$ cat src/rtl/dphy_tx_pkg.sv
// Shared types and default timing for the 4-lane D-PHY TX stub.
package dphy_tx_pkg;

  typedef enum logic [2:0] {
    ST_IDLE,
    ST_LP01,
    ST_LP00,
    ST_HS_ZERO,
    ST_SYNC,
    ST_COLLECT,
    ST_SERIAL,
    ST_TRAIL
  } state_e;

  typedef enum logic [2:0] {
    LANE_HOLD,
    LANE_LP,
    LANE_ZERO,
    LANE_LOAD,
    LANE_SHIFT,
    LANE_TRAIL
  } lane_op_e;

  // LP line states packed as {p, n}
  localparam logic [1:0] LP11 = 2'b11;
  localparam logic [1:0] LP01 = 2'b01;
  localparam logic [1:0] LP00 = 2'b00;

  localparam int unsigned DEF_T_LPX   = 4;
  localparam int unsigned DEF_T_PREP  = 4;
  localparam int unsigned DEF_T_ZERO  = 8;
  localparam int unsigned DEF_T_TRAIL = 4;
  localparam logic [7:0]  SYNC_BYTE   = 8'hB8;

  function automatic logic is_hs_state(input state_e s);
    return s inside {ST_HS_ZERO, ST_SYNC, ST_COLLECT, ST_SERIAL, ST_TRAIL};
  endfunction

endpackage

$ cat src/rtl/dphy_lane_ser.sv
// One data lane: 8-bit load/shift serialiser driving a registered p/n pair.
// In HS the pair is always complementary and holds its last bit on LANE_HOLD.
module dphy_lane_ser
  import dphy_tx_pkg::*;
(
  input  logic       clk,
  input  logic       rst,
  input  lane_op_e   op,
  input  logic [1:0] lp_state,
  input  logic [7:0] load_byte,
  output logic       lane_p,
  output logic       lane_n
);

  logic       p_q, p_d;
  logic       n_q, n_d;
  logic [7:0] sh_q, sh_d;

  always_comb begin
    p_d  = p_q;
    n_d  = n_q;
    sh_d = sh_q;
    case (op)
      LANE_LP: begin
        p_d = lp_state[1];
        n_d = lp_state[0];
      end
      LANE_ZERO: begin
        p_d = 1'b0;
        n_d = 1'b1;
      end
      LANE_LOAD: begin
        p_d  = load_byte[0];
        n_d  = ~load_byte[0];
        sh_d = {1'b0, load_byte[7:1]};
      end
      LANE_SHIFT: begin
        p_d  = sh_q[0];
        n_d  = ~sh_q[0];
        sh_d = {1'b0, sh_q[7:1]};
      end
      LANE_TRAIL: begin
        p_d = ~p_q;
        n_d = p_q;
      end
      default: ;
    endcase
  end

  always_ff @(posedge clk) begin
    if (rst) begin
      p_q  <= 1'b1;
      n_q  <= 1'b1;
      sh_q <= '0;
    end else begin
      p_q  <= p_d;
      n_q  <= n_d;
      sh_q <= sh_d;
    end
  end

  assign lane_p = p_q;
  assign lane_n = n_q;

endmodule

$ cat src/rtl/dphy_tx_stub_4lane.sv
// Behavioural 4-lane MIPI D-PHY TX stub: AXI-S bytes striped over 4 lanes, one HS bit per clk.
// Optional statistics counters (frame_cnt, byte_cnt) when DPHY_TX_STATS_EN is defined.
module dphy_tx_stub_4lane
  import dphy_tx_pkg::*;
#(
  parameter int unsigned T_LPX   = DEF_T_LPX,
  parameter int unsigned T_PREP  = DEF_T_PREP,
  parameter int unsigned T_ZERO  = DEF_T_ZERO,
  parameter int unsigned T_TRAIL = DEF_T_TRAIL
) (
  input  logic        clk,
  input  logic        rst,
  input  logic        s_axis_tvalid,
  output logic        s_axis_tready,
  input  logic [7:0]  s_axis_tdata,
  input  logic        s_axis_tlast,
  input  logic        s_axis_tuser,
  output logic        mipi_clk_p,
  output logic        mipi_clk_n,
  output logic [3:0]  mipi_data_p,
  output logic [3:0]  mipi_data_n,
`ifdef DPHY_TX_STATS_EN
  output logic [15:0] frame_cnt,
  output logic [31:0] byte_cnt,
`endif
  output state_e      dbg_state
);

  // AXI-S: a byte moves on a rising edge where tvalid && tready; tready is
  // high only in COLLECT and the source may not drop tvalid once raised
  // until that handshake occurs.
  state_e          state_q, state_d;
  logic [3:0]      cnt_q, cnt_d;
  logic [1:0]      idx_q, idx_d;
  logic [3:0][7:0] slot_q, slot_d;
  logic            grp_last_q, grp_last_d;
  logic            tready_q, tready_d;
  logic            clk_p_q, clk_p_d;
  logic            clk_n_q, clk_n_d;

  lane_op_e        lane_op;
  logic [1:0]      lane_lp;
  logic [3:0][7:0] lane_byte;
  logic            hs;

  assign hs = s_axis_tvalid && tready_q;

  always_comb begin
    state_d    = state_q;
    idx_d      = idx_q;
    slot_d     = slot_q;
    grp_last_d = grp_last_q;
    lane_op    = LANE_HOLD;
    lane_lp    = LP11;
    lane_byte  = '0;
    case (state_q)
      ST_IDLE: begin
        lane_op = LANE_LP;
        idx_d   = 2'd0;
        if (s_axis_tvalid) begin
          state_d = ST_LP01;
          lane_lp = LP01;
        end
      end
      ST_LP01: begin
        lane_op = LANE_LP;
        lane_lp = LP01;
        if (cnt_q == 4'(T_LPX - 1)) begin
          state_d = ST_LP00;
          lane_lp = LP00;
        end
      end
      ST_LP00: begin
        lane_op = LANE_LP;
        lane_lp = LP00;
        if (cnt_q == 4'(T_PREP - 1)) begin
          state_d = ST_HS_ZERO;
          lane_op = LANE_ZERO;
        end
      end
      ST_HS_ZERO: begin
        lane_op = LANE_ZERO;
        if (cnt_q == 4'(T_ZERO - 1)) begin
          state_d   = ST_SYNC;
          lane_op   = LANE_LOAD;
          lane_byte = {4{SYNC_BYTE}};
        end
      end
      ST_SYNC: begin
        if (cnt_q == 4'd7) begin
          state_d = ST_COLLECT;
          idx_d   = 2'd0;
        end else begin
          lane_op = LANE_SHIFT;
        end
      end
      ST_COLLECT: begin
        if (hs) begin
          slot_d[idx_q] = s_axis_tdata;
          idx_d         = idx_q + 2'd1;
          if (idx_q == 2'd3 || s_axis_tlast) begin
            state_d    = ST_SERIAL;
            lane_op    = LANE_LOAD;
            grp_last_d = s_axis_tlast;
            // Slots beyond the current byte are stale from an earlier group
            for (int i = 0; i < 4; i++) begin
              if (i < int'(idx_q))       lane_byte[i] = slot_q[i];
              else if (i == int'(idx_q)) lane_byte[i] = s_axis_tdata;
              else                       lane_byte[i] = 8'h00;
            end
          end
        end
      end
      ST_SERIAL: begin
        if (cnt_q == 4'd7) begin
          idx_d = 2'd0;
          if (grp_last_q) begin
            state_d = ST_TRAIL;
            lane_op = LANE_TRAIL;
          end else begin
            state_d = ST_COLLECT;
          end
        end else begin
          lane_op = LANE_SHIFT;
        end
      end
      ST_TRAIL: begin
        if (cnt_q == 4'(T_TRAIL - 1)) begin
          state_d = ST_IDLE;
          lane_op = LANE_LP;
        end
      end
      default: begin
        state_d = ST_IDLE;
        lane_op = LANE_LP;
      end
    endcase

    cnt_d    = (state_d != state_q) ? 4'd0 : cnt_q + 4'd1;
    tready_d = (state_d == ST_COLLECT);

    // Clock lane runs HS from the first HS-0 cycle, phase 0 on entry
    if (is_hs_state(state_d)) begin
      clk_p_d = (state_q == ST_LP00) ? 1'b0 : ~clk_p_q;
      clk_n_d = ~clk_p_d;
    end else begin
      clk_p_d = 1'b1;
      clk_n_d = 1'b1;
    end
  end

  always_ff @(posedge clk) begin
    if (rst) begin
      state_q    <= ST_IDLE;
      cnt_q      <= 4'd0;
      idx_q      <= 2'd0;
      slot_q     <= '0;
      grp_last_q <= 1'b0;
      tready_q   <= 1'b0;
      clk_p_q    <= 1'b1;
      clk_n_q    <= 1'b1;
    end else begin
      state_q    <= state_d;
      cnt_q      <= cnt_d;
      idx_q      <= idx_d;
      slot_q     <= slot_d;
      grp_last_q <= grp_last_d;
      tready_q   <= tready_d;
      clk_p_q    <= clk_p_d;
      clk_n_q    <= clk_n_d;
    end
  end

  for (genvar g = 0; g < 4; g++) begin : g_lane
    dphy_lane_ser u_lane (
      .clk       (clk),
      .rst       (rst),
      .op        (lane_op),
      .lp_state  (lane_lp),
      .load_byte (lane_byte[g]),
      .lane_p    (mipi_data_p[g]),
      .lane_n    (mipi_data_n[g])
    );
  end

`ifdef DPHY_TX_STATS_EN
  logic [15:0] frame_cnt_q, frame_cnt_d;
  logic [31:0] byte_cnt_q, byte_cnt_d;

  always_comb begin
    frame_cnt_d = frame_cnt_q;
    byte_cnt_d  = byte_cnt_q;
    if (hs) begin
      byte_cnt_d = byte_cnt_q + 32'd1;
      if (s_axis_tuser) frame_cnt_d = frame_cnt_q + 16'd1;
    end
  end

  always_ff @(posedge clk) begin
    if (rst) begin
      frame_cnt_q <= '0;
      byte_cnt_q  <= '0;
    end else begin
      frame_cnt_q <= frame_cnt_d;
      byte_cnt_q  <= byte_cnt_d;
    end
  end

  assign frame_cnt = frame_cnt_q;
  assign byte_cnt  = byte_cnt_q;
`else
  logic unused_tuser;
  assign unused_tuser = s_axis_tuser;
`endif

  assign s_axis_tready = tready_q;
  assign mipi_clk_p    = clk_p_q;
  assign mipi_clk_n    = clk_n_q;
  assign dbg_state     = state_q;

endmodule

$ cat config.mk
export PLATFORM = sky130hd
export DESIGN_NAME = dphy_tx_stub_4lane
export DESIGN_NICKNAME = d
export VERILOG_FILES = /design/src/rtl/dphy_tx_pkg.sv /design/src/rtl/dphy_lane_ser.sv /design/src/rtl/dphy_tx_stub_4lane.sv
export SDC_FILE = /design/constraint.sdc
export NUM_CORES = 1
export LEC_CHECK = 0
export ABC_AREA = 1
export CAP_MARGIN = 0
export CORE_ASPECT_RATIO = 1.5
export CORE_MARGIN = 2
export CORE_UTILIZATION = 60
export DETAILED_ROUTE_END_ITERATION = 16
export PLACE_DENSITY = 0.84
export SLEW_MARGIN = 20
export SYNTH_ARGS = -nofsm -noshare
export SYNTH_HDL_FRONTEND = slang
export SYNTH_SLANG_ARGS = --single-unit
$ cat constraint.sdc
create_clock -name clk -period 5.1 [get_ports clk]
set_input_delay 0.765 -clock clk [delete_from_list [all_inputs] [get_ports clk]]
set_output_delay 0.765 -clock clk [all_outputs]
set_load 0.03 [all_outputs]
; Word level (Yosys, flattened, before mapping)
; Index checks and enable logic that the tools add are counted.
[op_classes]
mul = 0
div_mod_pow = 0
eq_ne = 26
magnitude_cmp = 5
shifts = 0
bitwise_logic = 15
reduce_logical = 16
add_sub_neg = 2
muxes = 53
[op_table]
columns = cell, n
row1 = $mux 32, 3
row2 = $mux 8, 8
row3 = $pmux 32 s2, 1
row4 = $pmux 8 s2, 4
row5 = $pmux 1 s5, 8
row6 = $mux 3, 12
row7 = $bwmux 32, 1
row8 = $eq 3x3->1 const B, 10
row9 = $pmux 3 s8, 1
row10 = $pmux 3 s7, 1
row11 = $demux 8 s2, 1
row12 = $eq 3x2->1 const B, 5
row13 = $not 1->1, 15
row14 = $mux 2, 7
row15 = $pmux 2 s3, 2
row16 = $reduce_bool 5->1, 2
row17 = $reduce_or 2->1, 4
row18 = $eq 3x1->1 const B, 2
row19 = $reduce_and 3->1, 2
row20 = $add 4x1->4 const B, 1
row21 = $eq 2x2->1 const A, 2
row22 = $eq 4x2->1 const B, 1
row23 = $eq 4x3->1 const B, 1
row24 = $lt 1x2->1 const A, 2
row25 = other kinds (17), 21
[totals]
register_bits = 85
mem_bits_ro = 0
memories = 0
latch_bits = 0
word_cells = 140
ram_bits = 0
in_bits = 13

; Depth between registers and ports, before layout
[depth]
word_depth = 9
ltp_mapped = 12
ltp_nobuf = 11

; Hierarchy
; A second synthesis with hierarchy kept.
[unflattened]
cells_unflattened = 702
area_unflattened_um2 = 4575.6
[by_module_without_submodules]
columns = mod, area_each_um2, n_inst, seq_area_each_um2, cells_per_inst
row1 = dphy_lane_ser, 600.6, 4, 180.2, 94
row2 = dphy_tx_stub_4lane, 2173.3, 1, 740.7, 326

; Worst setup path after synthesis
; OpenSTA, ideal clock, no wires.
[synth_timing]
kind = input to register
start = input port s_axis_tvalid
end = register g_lane[0].u_lane.sh_q[4]
setup_ns = 0.142
arrival_ns = 1.719
setup_slack_ns = 3.239
stages = 10
required_ns = 4.958
cell_sequence = nand2_1 inv_1 nand2_2 nor2_8 inv_4 nand3_2 nand2_8 buf_12 nand3_2 a21oi_2
[synth_between]
elab_chain_cells = 5
word_cells_on_any_way = 9
[synth_lines]
columns = element, line
row1 = start: declaration, dphy_tx_stub_4lane.sv:13  ; input logic s_axis_tvalid,
row2 = $logic_and 1x1->1 *, dphy_tx_stub_4lane.sv:46  ; assign hs = s_axis_tvalid && tready_q;
row3 = $mux 2, dphy_tx_stub_4lane.sv:98  ; if (hs) begin
row4 = $pmux 3 s7, dphy_tx_stub_4lane.sv:56  ; case (state_q)
row5 = $eq 3x3->1 / $eq 3x2->1 (equally long branches), dphy_lane_ser.sv:23  ; case (op)
row6 = $pmux 8 s2 / $reduce_bool 2->1 (equally long branches), n/a
row7 = end signal: assignment, dphy_lane_ser.sv:54  ; sh_q <= '0;
row8 = end signal: assignment, dphy_lane_ser.sv:58  ; sh_q <= sh_d;
row9 = end: declaration, dphy_lane_ser.sv:17  ; logic [7:0] sh_q, sh_d;
; Every way passes the cells marked *; elsewhere a longest branch is shown, timed or not. The select of a mux whose other input is x is not followed.
; A chain may end at the register's enable or synchronous reset.

; Final worst setup path
[layout_timing]
start = register state_q[0] (netlist: dbg_state[0])
end = output port dbg_state[0]
[layout_rtl]
columns = element, line
row1 = start: declaration, dphy_tx_stub_4lane.sv:32  ; state_e state_q, state_d;
row2 = start signal: assignment, dphy_tx_stub_4lane.sv:163  ; state_q <= state_d;
row3 = end: declaration, dphy_tx_stub_4lane.sv:26  ; output state_e dbg_state
; No word-level cell between the ends.

==> results_dict.tcl <==
set metrics [dict create \
    dpl.hpwl_um 6264 \
    drc 0 \
    hold_viol_final 0 \
    clock-sinks 73 \
    areaGrowthSynthToFinish_pct 6.254 \
    grt_pass1_wl_um 15770 \
    cts-resized-gates 0 \
    use_met3_pct 5.111 \
    cts_buffers 9 \
    die_h_um 104.8 \
    dp.cells 600 \
    hold_class "reg -> reg" \
    clock-root-buffer "clkbuf_8" \
    vias_per_cell 5.872 \
    dieArea_mm2 0.007457 \
    grt_pass1_vias 3445 \
    ir_worst_vdd_mv 0.2623 \
    fin_crit_ns 2.626 \
    syn_inst 533 \
    hold_buffers 0 \
    dr.pass1.iters 5 \
    max_freq_mhz 380.8 \
    nets 553 \
    yosysSeqAreaShare_pct 35.98 \
    cp-start-kind "flip-flop" \
    path_delay_family "buffers and inverters" \
    use_met1_pct 29.79 \
    multi_input_area_mm2 0.002091 \
    worst-path-buf-inv 1 \
    antennaDiodeCount 0 \
    drv_cap 0 \
    core_area_mm2 0.006531 \
    layout_common_cells "nand2_1, dfxtp_1, o21ai_0, inv_1, a21oi_1" \
    ys_warn_count 0 \
    grt_overflow 0 \
    p_per_area_mw_per_mm2 245.0 \
    crit_type "reg -> out" \
    endpoint_kind "output pin" \
    critPathSlowestCell "clkdlybuf4s50_1" \
    status "completed" \
    post_cts_buffers 0 \
    worst_r2r_path_depth 9 \
    hold_depth 1 \
    htree_levels 3 \
    ff_latch_area_mm2 0.001461 \
    routabilityCongestion 0.8476 \
    worst_pin_slew_ns 0.7477 \
    drive_above_1_share_pct 15.74 \
    cp.depth 1 \
    die_x_um 71.18 \
    num_rows 36 \
    io_pins 27 \
    synth-edff-count 0 \
    cp.required_ns 4.34 \
    postRouteAntennaNets 0 \
    drtIter0Drc 167 \
    worstPathArrival_ns 1.86 \
    start_util_pct 62.18 \
    avgSynthCellArea_um2 7.620 \
    setup_viol 0 \
    p_leak_nw 1.717 \
    wl_per_cell_um 15.23 \
    io_buffers 25 \
    fin_crit_sh_pct 51.49 \
    grtUsageMet2_pct 45.24 \
    max_stage_delay_ns 0.79 \
    antenna_found_initial 0 \
    async_flop_share_pct 0 \
    cts_tree "built" \
    layout.cells.non_filler 616 \
    synth_area_mm2 0.004061 \
    ys_ff_latch 73 \
    rsz0062_at_grt "false" \
    nFillCells 604 \
    tns_ns 0 \
    slew_headroom_pct 50.10 \
    vias 3617 \
    ys_types 40 \
    path_clk_slew_ns 0.07 \
    finalMaxSlewViolations 0 \
    cp_max_fo 11 \
    grt_usage_pct 26.30 \
    clk_latency_ns 0.36 \
    synth_ff_type "dfxtp_1" \
    crit_chain "clkdlybuf4s50_1" \
    cts_max_path_buffers 2 \
    synthesis.nets 551 \
    busiest_layer "met2" \
    skew_ns 0.008549 \
    grt_max_degree 46 \
    routed_wl_um 9381 \
]
## layout make-up
cell class	count	share of cell area (%)
clock buffers	14	3.537
clock inverters	2	0.3189
inverters	63	5.596
multi-input cells	361	48.45
flip-flops and latches	73	33.86
well taps	76	2.204
repair buffers	27	6.031
## state kept, by name, summed over array words and instances (netlist names)
name                  flops
dbg_state                 3
grp_last_q                1
mipi_clk_n                1
g_lane.u_lane.sh_q       28
slot_q                   24
g_lane.u_lane.lane_p      4
cnt_q                     4
s_axis_tready             1
g_lane.u_lane.lane_n      4
idx_q                     2
mipi_clk_p                1
## power by group
part           internal [mW]  switching (mW)
logic                 0.0247          0.0453
clock network          0.191           0.214
registers              0.575         0.00731
total                  0.791           0.266
## metal layers
metal	up-vias	wire (µm)
met3	32	408
li1	1782	-
met1	1690	3762
met5	-	0
met2	113	4888
met4	0	323
## path summary, 6_finish.rpt
path | to | from | slack (ns)
setup / recovery | dbg_state[0] | dbg_state[0] | 2.47
hold / removal | cnt_q[0] | cnt_q[0] | 0.45
setup reg to reg | g_lane[3].u_lane.lane_p | dbg_state[0] | 2.60
hold reg to reg | cnt_q[0] | cnt_q[0] | 0.45
## cells in the mapped netlist (4+ instances only)
cell type | n | area share, %
nand3_2 | 23 | 5.7
clkbuf_1 | 11 | 1.0
nand3b_1 | 6 | 1.1
buf_2 | 4 | 0.49
nand2_1 | 73 | 6.7
a211oi_1 | 7 | 1.3
nand2_2 | 5 | 0.77
o21ai_0 | 68 | 8.4
ha_1 | 5 | 1.5
buf_6 | 4 | 1.1
a21oi_2 | 20 | 4.3
nor2_1 | 34 | 3.1
inv_2 | 7 | 0.65
a21oi_1 | 47 | 5.8
buf_4 | 13 | 2.4
dfxtp_1 | 73 | 36
inv_1 | 54 | 5.0
nand4_1 | 4 | 0.62
nand3_1 | 29 | 3.6
nor2_2 | 4 | 0.62
a31oi_1 | 4 | 0.62
o22ai_1 | 6 | 0.92
## stage by stage
stage | power (mW) | setup WS [ns] | cell area [µm²] | util [%] | hold WS [ns]
2_1_floorplan | 0.6416 | 3.239 | 4061 | - | 0.4179
3_3_place_gp | 0.6627 | 2.409 | 4149 | 63.52 | 0.4321
3_5_place_dp | 0.6647 | 2.358 | 4149 | 63.52 | 0.4347
4_1_cts | 1.064 | 2.453 | 4315 | 66.07 | 0.4511
5_1_grt | 1.093 | 2.405 | 4315 | 66.07 | 0.4779
6_report | 1.057 | 2.474 | 4315 | 66.07 | 0.4465
## kinds of logic (layout without fill, tap and decap cells)
family                   count (synthesis)  in the layout  synth area share [%]
AND/OR/NAND/NOR                        190            190                 26.06
adder cells (fa/ha/maj)                  5              5                 1.540
XOR/XNOR                                 2              2                0.4314
AO/OA/AOI/OAI                          163            163                 23.20
flip-flops                              73             73                 35.98
buffers and inverters                   99            106                 12.54
multiplexers                             1              1                0.2465
Note: power is estimated with default switching activity, not from simulation.
